===== config.mk =====
export PLATFORM = sky130hd
export DESIGN_NAME = adder16_accum_ctrl_flat
export DESIGN_NICKNAME = d
export VERILOG_FILES = /design/src/rtl/adder16_pkg.sv /design/src/rtl/adder16_accum_ctrl_if.sv /design/src/rtl/adder16_accum_ctrl.sv /design/src/flat_wrapper.sv
export SDC_FILE = /design/constraint.sdc
export NUM_CORES = 1
export LEC_CHECK = 0
export ABC_AREA = 1
export CORE_MARGIN = 2
export CORE_UTILIZATION = 35
export DETAILED_ROUTE_END_ITERATION = 10
export GPL_TIMING_DRIVEN = 0
export MAX_ROUTING_LAYER = met4
export PLACE_DENSITY = 0.73
export SYNTH_ARGS = -nofsm -noshare
export SYNTH_HDL_FRONTEND = slang
export SYNTH_SLANG_ARGS = --single-unit

===== constraint.sdc =====
create_clock -name clk -period 1.7 [get_ports clk]
set_clock_uncertainty 0.15 [all_clocks]
set_input_delay 0.34 -clock clk [delete_from_list [all_inputs] [get_ports clk]]
set_output_delay 0.34 -clock clk [all_outputs]
set_load 0.005 [all_outputs]

===== src/rtl/adder16_pkg.sv =====
// adder16_pkg: flag bit positions and control-state encoding shared by the adder and its sequencing stage
package adder16_pkg;
  localparam int FLG_SIGN = 0;
  localparam int FLG_ZERO = 1;
  localparam int FLG_CARRY = 2;
  localparam int FLG_PARITY = 3;
  localparam int FLG_OVF = 4;
  localparam int FLG_W = 5;
  localparam logic [0:0] ACC = 1'b0;
  localparam logic [0:0] DONE = 1'b1;
endpackage


===== src/rtl/adder16_accum_ctrl_if.sv =====
// adder16_accum_ctrl_if: operand stream (in_*), adder round trip (add_*) and result stream (res_*); slave = sequencing stage, master = its environment
interface adder16_accum_ctrl_if #(parameter int DW = 16, parameter int CNT_W = 8);
  import adder16_pkg::*;
  logic in_valid;
  logic in_ready;
  logic [DW-1:0] in_data;
  logic in_last;
  logic [DW-1:0] add_x;
  logic [DW-1:0] add_y;
  logic [DW-1:0] add_z;
  logic add_sign;
  logic add_zero;
  logic add_carry;
  logic add_parity;
  logic add_overflow;
  logic res_valid;
  logic res_ready;
  logic [DW-1:0] res_data;
  logic [FLG_W-1:0] res_flags;
  logic [CNT_W-1:0] res_count;
  modport slave (
    input in_valid, in_data, in_last, add_z, add_sign, add_zero, add_carry, add_parity, add_overflow, res_ready,
    output in_ready, add_x, add_y, res_valid, res_data, res_flags, res_count
  );
  modport master (
    output in_valid, in_data, in_last, add_z, add_sign, add_zero, add_carry, add_parity, add_overflow, res_ready,
    input in_ready, add_x, add_y, res_valid, res_data, res_flags, res_count
  );
endinterface


===== src/rtl/adder16_accum_ctrl.sv =====
// adder16_accum_ctrl: reduces a last-terminated operand stream through an external adder into one result with {ovf,parity,carry,zero,sign} and saturating beat count; ports clk, rst_n (sync active-low), bus (slave)
module adder16_accum_ctrl
  import adder16_pkg::*;
#(
  parameter int DW = 16,
  parameter int CNT_W = 8,
  parameter int STICKY = 1
) (
  input logic clk,
  input logic rst_n,
  adder16_accum_ctrl_if.slave bus
);
  localparam logic SK = STICKY != 0;
  logic [0:0] state;
  logic [DW-1:0] acc_q;
  logic c_st;
  logic v_st;
  logic [CNT_W-1:0] count;
  logic acc_en;
  logic c_next;
  logic v_next;
  logic [CNT_W-1:0] count_next;
  logic [FLG_W-1:0] flags_next;
  assign bus.in_ready = state == ACC;
  assign bus.add_x = state == ACC ? acc_q : '0;
  assign bus.add_y = bus.in_data;
  assign acc_en = bus.in_valid && bus.in_ready;
  assign c_next = (SK & c_st) | bus.add_carry;
  assign v_next = (SK & v_st) | bus.add_overflow;
  assign count_next = &count ? count : count + 1'b1;
  always_comb begin
    flags_next = '0;
    flags_next[FLG_SIGN] = bus.add_sign;
    flags_next[FLG_ZERO] = bus.add_zero;
    flags_next[FLG_CARRY] = c_next;
    flags_next[FLG_PARITY] = bus.add_parity;
    flags_next[FLG_OVF] = v_next;
  end
  always_ff @(posedge clk) begin
    if (!rst_n) begin
      state <= ACC;
      acc_q <= '0;
      c_st <= 1'b0;
      v_st <= 1'b0;
      count <= '0;
      bus.res_valid <= 1'b0;
      bus.res_data <= '0;
      bus.res_flags <= '0;
      bus.res_count <= '0;
    end else begin
      if (acc_en) begin
        acc_q <= bus.in_last ? '0 : bus.add_z;
        c_st <= bus.in_last ? 1'b0 : c_next;
        v_st <= bus.in_last ? 1'b0 : v_next;
        count <= bus.in_last ? '0 : count_next;
        if (bus.in_last) begin
          bus.res_data <= bus.add_z;
          bus.res_flags <= flags_next;
          bus.res_count <= count_next;
          bus.res_valid <= 1'b1;
          state <= DONE;
        end
      end
      if (state == DONE && bus.res_valid && bus.res_ready) begin
        bus.res_valid <= 1'b0;
        state <= ACC;
      end
    end
  end
endmodule


===== src/flat_wrapper.sv =====
// flat-port wrapper written by rule: the top's interface ports become plain ports
module adder16_accum_ctrl_flat import adder16_pkg::*;
#(
  parameter int DW = 16,
  parameter int CNT_W = 8,
  parameter int STICKY = 1
)
  (clk, rst_n, bus_in_valid, bus_in_data, bus_in_last, bus_add_z, bus_add_sign, bus_add_zero, bus_add_carry, bus_add_parity, bus_add_overflow, bus_res_ready, bus_in_ready, bus_add_x, bus_add_y, bus_res_valid, bus_res_data, bus_res_flags, bus_res_count);
  adder16_accum_ctrl_if #(.DW(DW), .CNT_W(CNT_W)) bus_i ();
  input logic clk;
  input logic rst_n;
  input wire logic [$bits(bus_i.in_valid)-1:0] bus_in_valid;
  input wire logic [$bits(bus_i.in_data)-1:0] bus_in_data;
  input wire logic [$bits(bus_i.in_last)-1:0] bus_in_last;
  input wire logic [$bits(bus_i.add_z)-1:0] bus_add_z;
  input wire logic [$bits(bus_i.add_sign)-1:0] bus_add_sign;
  input wire logic [$bits(bus_i.add_zero)-1:0] bus_add_zero;
  input wire logic [$bits(bus_i.add_carry)-1:0] bus_add_carry;
  input wire logic [$bits(bus_i.add_parity)-1:0] bus_add_parity;
  input wire logic [$bits(bus_i.add_overflow)-1:0] bus_add_overflow;
  input wire logic [$bits(bus_i.res_ready)-1:0] bus_res_ready;
  output wire logic [$bits(bus_i.in_ready)-1:0] bus_in_ready;
  output wire logic [$bits(bus_i.add_x)-1:0] bus_add_x;
  output wire logic [$bits(bus_i.add_y)-1:0] bus_add_y;
  output wire logic [$bits(bus_i.res_valid)-1:0] bus_res_valid;
  output wire logic [$bits(bus_i.res_data)-1:0] bus_res_data;
  output wire logic [$bits(bus_i.res_flags)-1:0] bus_res_flags;
  output wire logic [$bits(bus_i.res_count)-1:0] bus_res_count;
  assign bus_i.in_valid = bus_in_valid;
  assign bus_i.in_data = bus_in_data;
  assign bus_i.in_last = bus_in_last;
  assign bus_i.add_z = bus_add_z;
  assign bus_i.add_sign = bus_add_sign;
  assign bus_i.add_zero = bus_add_zero;
  assign bus_i.add_carry = bus_add_carry;
  assign bus_i.add_parity = bus_add_parity;
  assign bus_i.add_overflow = bus_add_overflow;
  assign bus_i.res_ready = bus_res_ready;
  assign bus_in_ready = bus_i.in_ready;
  assign bus_add_x = bus_i.add_x;
  assign bus_add_y = bus_i.add_y;
  assign bus_res_valid = bus_i.res_valid;
  assign bus_res_data = bus_i.res_data;
  assign bus_res_flags = bus_i.res_flags;
  assign bus_res_count = bus_i.res_count;
  adder16_accum_ctrl #(.DW(DW), .CNT_W(CNT_W), .STICKY(STICKY)) u_core (.clk(clk), .rst_n(rst_n), .bus(bus_i));
endmodule

-- Yosys cells after proc, flatten, opt, wreduce, memory -nomap -nowiden
Index checks and enable logic that the tools add are counted.
- output and inout bits: 63
- bits in writable memories: 0
- ROM bits: 0
- latch bits: 0
- logic and storage cells: 24
- memories: 0
- bits in registers: 56
- input bits: 42
- shift operators: 0
- eq/ne operators: 0
- $add $sub $neg: 1
- divide/modulo/power cells: 0
- bitwise logic cells: 4
- reductions and logical operators: 5
- $lt $le $gt $ge: 0
- multiplexer cells: 6
- multipliers: 0
- operator list (kind ; number):
    2-to-1 mux 16 bit ; 2
    2-to-1 mux 8 bit ; 2
    adder 8 x 1 -> 8 bit, second input constant ; 1
    AND reduction 8 bit ; 1
    logical AND 1 bit ; 2
    2-to-1 mux 1 bit ; 2
    inverter 1 bit ; 2
    OR 1 bit ; 2
    AND reduction 2 bit ; 1
    OR reduction 2 bit ; 1

-- Longest topological paths before layout
Gate-level depths: netlist of the first run.
- word-level depth: 3
- gate-level depth with buffers: 9
- mapped depth without buffers: 8

-- Worst setup path before layout of the first run
OpenSTA, ideal clock, no wires.
- kind: reg-to-reg
- start point: register u_core.count[0]
- end point: register u_core.count[6]
- buffers on the path: 0
- arrival: 1148 ps
- data required time: 1483 ps
- cell stages (with the launch flop): 8
- clock period less this slack: 1365 ps
- setup slack: 335 ps
- library setup time: 67 ps
- path through: dfxtp_1 > ha_1 > nand2_2 > inv_1 > nand3_1 > o21ai_1 > nand2_1 > a21oi_2
- cells in the longest elaborated chain, start to end: 3
- elaborated cells between the ends (all ways): 4
- those cells by class: 1 x add/sub; 2 x mux; 1 x reduce/logical
- ends and longest elaborated chain (element ; RTL line ; RTL):
    start, declared ; adder16_accum_ctrl.sv:18 ; logic [CNT_W-1:0] count;
    start signal, assigned ; adder16_accum_ctrl.sv:55 ; count <= bus.in_last ? '0 : count_next;
    adder 8 x 1 -> 8 bit or AND reduction 8 bit (tied branches) ; adder16_accum_ctrl.sv:30 ; assign count_next = &count ? count : count + 1'b1;
    2-to-1 mux 8 bit (*) ; adder16_accum_ctrl.sv:30 ;
    2-to-1 mux 8 bit (*) ; adder16_accum_ctrl.sv:55 ;
Mark *: on every way between the ends. The rest lies on a longest branch, timed or not.
A chain may end at the register's enable or synchronous reset.

-- Worst setup path after layout of the first run
- start point: register u_core.state
- end point: output port bus_add_x[7]
- cells in the longest elaborated chain, start to end: 1
- ends and longest elaborated chain (element ; RTL line ; RTL):
    start, declared ; adder16_accum_ctrl.sv:14 ; logic [0:0] state;
    start signal, assigned ; adder16_accum_ctrl.sv:41 ; state <= ACC;
    start signal, assigned ; adder16_accum_ctrl.sv:61 ; state <= DONE;
    start signal, assigned ; adder16_accum_ctrl.sv:66 ; state <= ACC;
    2-to-1 mux 16 bit ; adder16_accum_ctrl.sv:25 ; assign bus.add_x = state == ACC ? acc_q : '0;
    end, declared ; flat_wrapper.sv:23 ; output wire logic [$bits(bus_i.add_x)-1:0] bus_add_x;
No other way between the ends.

==> impl_summary.md, run 1 <==
Run status
The run finished with clean final reports.

Power and ir drop
The leakage power total is roughly 1.6 nW. Across the VDD grid, the largest voltage drop is roughly 0.43 mV. In this run the power density over the cells is a little over 700 nW/um^2.

STA
The count of final hold-check violations is 0. The worst pin sits at a relative slew slack of 0.673. The number of pins with negative max-slew slack in the final report is 0. The tightest hold path in the finished design has a slack of 0.308 ns. The least setup slack across all paths after layout is about 0.04 ns. The transition at the pin with the smallest max-transition slack is between 0.4 and 0.5 ns. Timing would allow up to about 0.6 GHz. Setup repair after global routing could not meet its margin everywhere. The final critical delay including setup and external delays is between 1.5 and 2 ns. Setup violations remaining at the end of the flow were counted as 0. The final cycle utilization of the critical path is 0.976.

Final layout
After filler insertion, the fill cell instance count of the layout stands at between 600 and 700. The share of final-layout standard cells stronger than drive strength 1 is 0.199. Compared with the post-synthesis result, the final layout area differs by 45.5%. For this run, the post-layout net count is between 400 and 500. Once layout is complete, the utilization of the core stands at 0.530.

The finished cells cover around 3600 sq um. The diode insertion count for antenna repair is 0.

Floorplan
The initial utilization of the core area, before any placement, comes to 0.365. The die extent in y is between 80 and 90 microns. The area of the core is roughly 7000 sq um. The initialized floorplan defines 30 standard-cell rows. The floorplan step defined a die boundary enclosing between 7000 and 8000 sq um. The number of top-level pins is between 100 and 150. The die is between 80 and 90 microns wide.

Synth
In the post-synthesis netlist, the cell with the most instances is sky130_fd_sc_hd__nand2_1. The most used flip-flop cell after synthesis is sky130_fd_sc_hd__dfxtp_1. The average instance area after synthesis is approximately 7.3 sq um.

The library cell with the largest summed area after synthesis is sky130_fd_sc_hd__dfxtp_1. The Yosys step of the flow raised 0 warnings. After synthesis, the netlist uses 26 different library cells. The total standard cell area after synthesis is 2490 sq um. The number of flops mapped to enable cells by yosys is 0.

Ranked by instance count, the synthesized netlist is headed by 114 x sky130_fd_sc_hd__nand2_1, 56 x sky130_fd_sc_hd__dfxtp_1, 42 x sky130_fd_sc_hd__nand3_1. In the synthesized netlist, the number of instances is between 300 and 400. The share of the Yosys chip area taken by registers is 0.450. The area share of the largest cell type after synthesis is 0.450. The fraction of registers with async set or reset after synthesis is 0. The register bit count reported by yosys is 56.

By area the synthesized netlist is led by sky130_fd_sc_hd__dfxtp_1 45%, sky130_fd_sc_hd__nand2_1 17%, sky130_fd_sc_hd__nand3_1 8.4%. The number of nets in the synthesized netlist is around 380.

Clocking
TritonCTS created 5 clock buffers. The source-to-sink clock delay at the later pin of the worst-skew pair is between 0.3 and 0.4 ns. The clock passes through at most 2 buffers. The H-tree generated during clock tree synthesis spans 2 levels. Clock-pin slew was measured on the worst setup and hold paths at ~0.11 ns. The CTS sink count is between 50 and 60. The buffer count from post-CTS setup fixing is 0. The TritonCTS clock tree is built. The root buffer cell chosen for the clock tree is sky130_fd_sc_hd__clkbuf_8.

Detailed routing
For this block, the routed nets add up to 6.43 mm of wire. The detail route stage leaves a number of antenna-violating nets equal to 0. The detailed-route vias per instance is approximately 4.5. The number of remaining DRC errors is 0. The first detailed-routing pass took 4 iterations. Detailed routing inserted a total of 2,422 vias. Dividing the detail-routed wire length by the instance count gives ~12 microns. The initial detailed-routing violation count is ~90.

Critical path
Of all nets on the critical path, the largest fanout is 9. The type of element launching the critical path is a register. The element type at the critical path end is a primary output. STA puts the critical path data required time at around 1.2 ns. Data arrives at the worst endpoint at between 1 and 1.5 ns. The critical path class is register to primary output.

Global route
The via count of the first global-routing pass is between 2,000 and 2,500. Entering global routing, the biggest net connects 20 pins. The initial antenna violation count is 0. The first global-routing pass estimated 9.94 mm of wire. Across every metal layer, demand over resource in global routing totals 0.164. The final global-route overflow total is 0.

Placed design
The count of buffers added on input and output ports is 88. The weighted congestion at the end of routability-driven global placement is between 0.8 and 0.9. Summing all placed instances gives a cell area of between 3000 and 4000 sq um. The pre-CTS setup slack is -0.266 ns. Once detailed placement completed, the half-perimeter wirelength came to 4.88 mm.

Flow run
The tool flagged a number of max-cap violations equal to 0.

Worst hold path
The worst hold-check path type is register to register.
kinds of logic (layout without fill, tap and decap cells):
logic type                 count (synthesis)  after routing  synth area share
AOI/OAI and AO/OA                         33             33            0.0748
adders and majority gates                  1              1           0.00502
and+or+nand+nor                          187            187             0.328
DFF                                       56             56             0.450
buffers and inverters                     63            160             0.142
report_power, final:
part	leakage, nW	internal, mW	total, mW	switching [mW]
sequential	0.463	1.36	1.39	0.0274
combinational	1.09	0.237	0.424	0.187
clock	0.0423	0.301	0.767	0.467
per-layer routing:
metal  track usage  vias to the layer above  share of wire
met3        0.0429                        5          0.063
li1              -                     1236              -
met4        0.0289                        0         0.0068
met2         0.285                       71           0.49
met1         0.193                     1110           0.44
met5             -                        -              0
worst max-delay path, cell delays in order (launching register included):
cell and delay (ns):
sky130_fd_sc_hd__dfxtp_2 0.35, sky130_fd_sc_hd__buf_12 0.14, sky130_fd_sc_hd__clkbuf_16 0.16, sky130_fd_sc_hd__nor2_1 0.09, sky130_fd_sc_hd__buf_2 0.11
registers in the layout (all words and copies together) (netlist names):
signal	flops
u_core.bus.res_count	8
u_core.acc_q	16
u_core.count	8
u_core.state	1
u_core.bus.res_data	16
u_core.bus.res_flags	5
u_core.v_st	1
u_core.c_st	1
cell type report:
type / count / area, sq um / area share
buffer: 32 / 256 / 0.0708
clock buffer: 5 / 68.8 / 0.0190
clock inverter: 3 / 26.3 / 0.00725
inverter: 31 / 126 / 0.0349
multi-input combinational: 221 / 1040 / 0.288
sequential: 56 / 1140 / 0.315
tap: 96 / 120 / 0.0331
timing repair buffer: 89 / 842 / 0.232
path summary, 6_finish.rpt:
check / slack (ns) / cells past startpoint / endpoint / from
setup / recovery: 0.04 / 4 / bus_add_x[7] / u_core.state$_SDFFE_PP0P_
hold / removal: 0.31 / 2 / u_core.c_st$_SDFFE_PN0N_ / u_core.c_st$_SDFFE_PN0N_
setup reg to reg: 0.19 / 7 / u_core.count[6]$_SDFFE_PN0N_ / u_core.count[0]$_SDFFE_PN0N_
hold reg to reg: 0.31 / 2 / u_core.c_st$_SDFFE_PN0N_ / u_core.c_st$_SDFFE_PN0N_
timing repair:
| item | in CTS | in global routing |
|---|---|---|
| endpoints found under the setup margin | 19 | 31 |
| pin swaps | 0 | 0 |
| gates resized for setup | 44 | 47 |
| hold buffers | 0 | 0 |
| cloned | 0 | 1 |
| endpoints found under the hold margin | 0 | 0 |
layout by cell type, fill, tap and decap left out, types with 2 or more instances in the layout:
master / count
sky130_fd_sc_hd__clkinvlp_4: 2
sky130_fd_sc_hd__clkbuf_8: 5
sky130_fd_sc_hd__dlygate4sd2_1: 3
sky130_fd_sc_hd__nor2_1: 14
sky130_fd_sc_hd__o21ai_0: 4
sky130_fd_sc_hd__dlymetal6s2s_1: 4
sky130_fd_sc_hd__a21oi_2: 2
sky130_fd_sc_hd__inv_4: 2
sky130_fd_sc_hd__clkbuf_2: 2
sky130_fd_sc_hd__a21oi_1: 24
sky130_fd_sc_hd__nand2_1: 114
sky130_fd_sc_hd__nand3_1: 42
sky130_fd_sc_hd__buf_2: 14
sky130_fd_sc_hd__clkdlybuf4s50_1: 66
sky130_fd_sc_hd__nor2_2: 8
sky130_fd_sc_hd__buf_4: 17
sky130_fd_sc_hd__inv_1: 27
sky130_fd_sc_hd__dfxtp_2: 16
sky130_fd_sc_hd__clkbuf_1: 5
sky130_fd_sc_hd__nand2_2: 2
sky130_fd_sc_hd__dfxtp_1: 40
sky130_fd_sc_hd__clkdlybuf4s15_1: 3
sky130_fd_sc_hd__nor2_4: 3
sky130_fd_sc_hd__buf_6: 4
through the flow:
step                      std cells  TNS [ns]  power, mW
after floorplan                 340         0       1.60
after global placement          524     -8.43       1.84
after detailed placement        524     -8.78       1.84
after CTS                       532    -0.765       2.60
after global routing            533   -0.0734       2.70
final                           533         0       2.58
Power figures use the tool's default switching activity.
==> run 2, diff against run 1 <==
--- a/config.mk
+++ b/config.mk
@@ -11,7 +11,7 @@
 export DETAILED_ROUTE_END_ITERATION = 10
 export GPL_TIMING_DRIVEN = 0
 export MAX_ROUTING_LAYER = met4
-export PLACE_DENSITY = 0.73
+export PLACE_DENSITY = 0.76
 export SYNTH_ARGS = -nofsm -noshare
 export SYNTH_HDL_FRONTEND = slang
 export SYNTH_SLANG_ARGS = --single-unit
==> constraint.sdc (replaced) <==
create_clock -name clk -period 1.5 [get_ports clk]
set_clock_uncertainty 0.15 [all_clocks]
set_input_delay 0.3 -clock clk [delete_from_list [all_inputs] [get_ports clk]]
set_output_delay 0.3 -clock clk [all_outputs]
set_load 0.005 [all_outputs]
==> impl_summary.md, run 2 (synthesis gave the netlist of run 1 again) <==
Detailed routing
After the first detailed-routing iteration, the DRC count stood at 148. The detailed-route vias per instance is 4.64. Detailed routing inserted a total of approximately 2,600 vias. After detailed routing, the met2 layer carries roughly 3.6 mm of wire. The average wire length per cell after detail routing is ~13 microns. After detailed routing, the number of remaining DRC violations is 0.

After detailed routing, the wire length on met1 is around 2.9 mm. The first TritonRoute pass finished after 4 iterations. The top metal layer carrying routed signals is met4. The final layout contains routed wiring with a total length of around 7.0 mm. Once detail routing completed, the nets flagged for antenna violations numbered 0.

Detailed routing placed a total of 400 microns of wire on met3.

Global route
The maximum number of pins on one net before global-route repair is 17. The initial antenna violation count is 0. The final global-route overflow total is 0.

The overall fraction of global-route tracks in use is 0.172. The via count of the first global-routing pass was ~2,300. The global-route wire length before repair is 10.4 mm.

Clocking
After clock tree synthesis, the clock-pin slew on the worst setup and hold paths is around 0.1 ns. The number of clock buffers inserted by TritonCTS is 5. The buffer type at the clock tree root is sky130_fd_sc_hd__clkbuf_8.

The number of hold buffers added after CTS was 0. For this design, the sink count on the clock tree is 56. The TritonCTS clock tree is built. The number of H-tree branching levels is 2. The clock passes through at most 2 buffers. For the worst-skew pair, the clock arrives at the later sink with an insertion delay of between 0.3 and 0.4 ns.

STA
Headroom to the max-slew limit came out at 0.732. In the final timing run, aggregate negative setup slack is -0.0230 ns. The final cycle utilization of the critical path is 1.01. The count of final hold-check violations came to 0. After layout, the worst setup slack is -0.0124 ns. The transition at the pin with the smallest max-transition slack is slightly above 0.4 ns. For this run, the top clock speed supported by timing is approximately 0.66 GHz.

Counting I/O delays and the setup requirement, the final critical path takes about 1.5 ns. Setup violations remaining at the end of the flow were counted as 5. Setup repair after global routing could not meet its margin everywhere.

The number of pins with negative max-slew slack in the final report is 0.

Power and ir drop
VDD sags by at most between 0.4 and 0.5 mV. Power spread over the standard cell area amounts to 783 nW/um^2. Total power for the finished layout comes to 3.10 mW. In this run the static leakage power is about 1.8 nW.

Critical path
The worst path required time is roughly 1.1 ns. In this run the worst path has a maximum fanout of 5. The worst setup path is of the register to primary output kind. The worst setup path is launched from a register. The element type at the critical path end is a primary output. The arrival time of data at the critical path endpoint is between 1 and 1.5 ns.

Run status
The run finished, with violations left. The checks that failed: negative setup slack.

Placed design
The sum of net half-perimeters after detailed placement is 4.80 mm. In this run the tool buffered the top-level ports with a little under 90 buffer cells. At the end of routability-driven placement, the weighted congestion stood at 0.883.

Final layout
In the final layout, the registers with the most flip-flops are u_core.acc_q: 16 flops, u_core.bus.res_data: 16 flops. In the layout the commonest cells are 111 x sky130_fd_sc_hd__nand2_1, 41 x sky130_fd_sc_hd__clkdlybuf4s50_1, 40 x sky130_fd_sc_hd__nand3_1. The share of final-layout standard cells stronger than drive strength 1 is 0.321. Leaving out fill and tap cells, the most frequent cell in the layout is sky130_fd_sc_hd__nand2_1. The repair_antennas step left the layout with diodes totalling 0.

From synthesis to final layout, the design area changed by 59.1%. The final layout contains 497 nets. After filler insertion, the fill cell instance count of the layout stands at about 640.

Floorplan
During I/O placement, the number of pins put on the boundary was ~110. The die is between 80 and 90 microns wide. The number of placement rows is 30. The area of the core is about 7000 sq um. For this configuration, the core starts out at a cell density of 0.365. The die covers approximately 7800 sq um.

In this run the vertical extent of the chip is about 88 microns.

Flow run
The max-cap violation count is 0.

Worst hold path
The tightest min-delay check is of the register to register type.
[run 2: through the flow]
stage / hold slack (ns) / setup WS, ns / std cells / util / instance area (sq um)
final: 0.315 / -0.0124 / 551 / 0.580 / 3960
after global routing: 0.338 / -0.0488 / 551 / 0.580 / 3960
after floorplan: 0.253 / 0.135 / 340 / - / 2490
after CTS: 0.310 / -0.0801 / 538 / 0.538 / 3670
after detailed placement: 0.295 / -0.379 / 524 / 0.511 / 3490
after global placement: 0.284 / -0.388 / 524 / 0.511 / 3490
[run 2: final timing paths]
kind / from / end / slack, ns / cells after the start
setup reg to reg: u_core.state$_SDFFE_PP0P_ / u_core.bus.res_count[0]$_SDFFE_PN0P_ / 0.02 / 9
hold / removal: u_core.v_st$_SDFFE_PN0N_ / u_core.v_st$_SDFFE_PN0N_ / 0.31 / 2
hold reg to reg: u_core.v_st$_SDFFE_PN0N_ / u_core.v_st$_SDFFE_PN0N_ / 0.31 / 2
setup / recovery: u_core.state$_SDFFE_PP0P_ / bus_add_x[6] / -0.01 / 3
[run 2: layout make-up]
type                    count  area (sq um)  area share
well taps                  96           120      0.0303
plain buffers              31           268      0.0676
repair buffers            107           987       0.249
flip-flops and latches     56          1160       0.293
repair inverters            1          6.26     0.00158
inverters                  31           139      0.0350
clock buffers               6          72.6      0.0183
multi-input cells         221          1170       0.296
clock inverters             2          35.0     0.00884
[run 2: repair_timing]
item | 4_1_cts | 5_1_grt
gates cloned | 1 | 3
pin swaps | 14 | 6
resized for setup | 150 | 47
buffers inserted | 5 | 11
endpoints found under the setup margin | 53 | 72
[run 2: per-layer routing]
| layer | GRT usage | vias up |
|---|---|---|
| li1 | - | 1276 |
| met1 | 0.207 | 1188 |
| met2 | 0.296 | 80 |
| met3 | 0.0326 | 11 |
| met4 | 0.0413 | 0 |
| met5 | - | - |
[run 2: report_power, final]
| part | switching (mW) | leakage, nW | total, mW | internal (mW) |
|---|---|---|---|---|
| Sequential | 0.0335 | 0.468 | 1.58 | 1.54 |
| Combinational | 0.244 | 1.30 | 0.549 | 0.305 |
| Clock | 0.480 | 0.0552 | 0.976 | 0.496 |
[run 2: critical path: stages, from the launching register on]
cell and delay, ns:
sky130_fd_sc_hd__dfxtp_4 0.39, sky130_fd_sc_hd__clkbuf_16 0.17, sky130_fd_sc_hd__nor2_2 0.07, sky130_fd_sc_hd__buf_2 0.11
==> run 3, diff against run 2 <==
--- a/config.mk
+++ b/config.mk
@@ -8,6 +8,7 @@
 export ABC_AREA = 1
 export CORE_MARGIN = 2
 export CORE_UTILIZATION = 35
+export CTS_CLUSTER_SIZE = 12
 export DETAILED_ROUTE_END_ITERATION = 10
 export GPL_TIMING_DRIVEN = 0
 export MAX_ROUTING_LAYER = met4
==> results of run 3 <==
The final DEF is identical to that of run 2; final timing and power are the same.
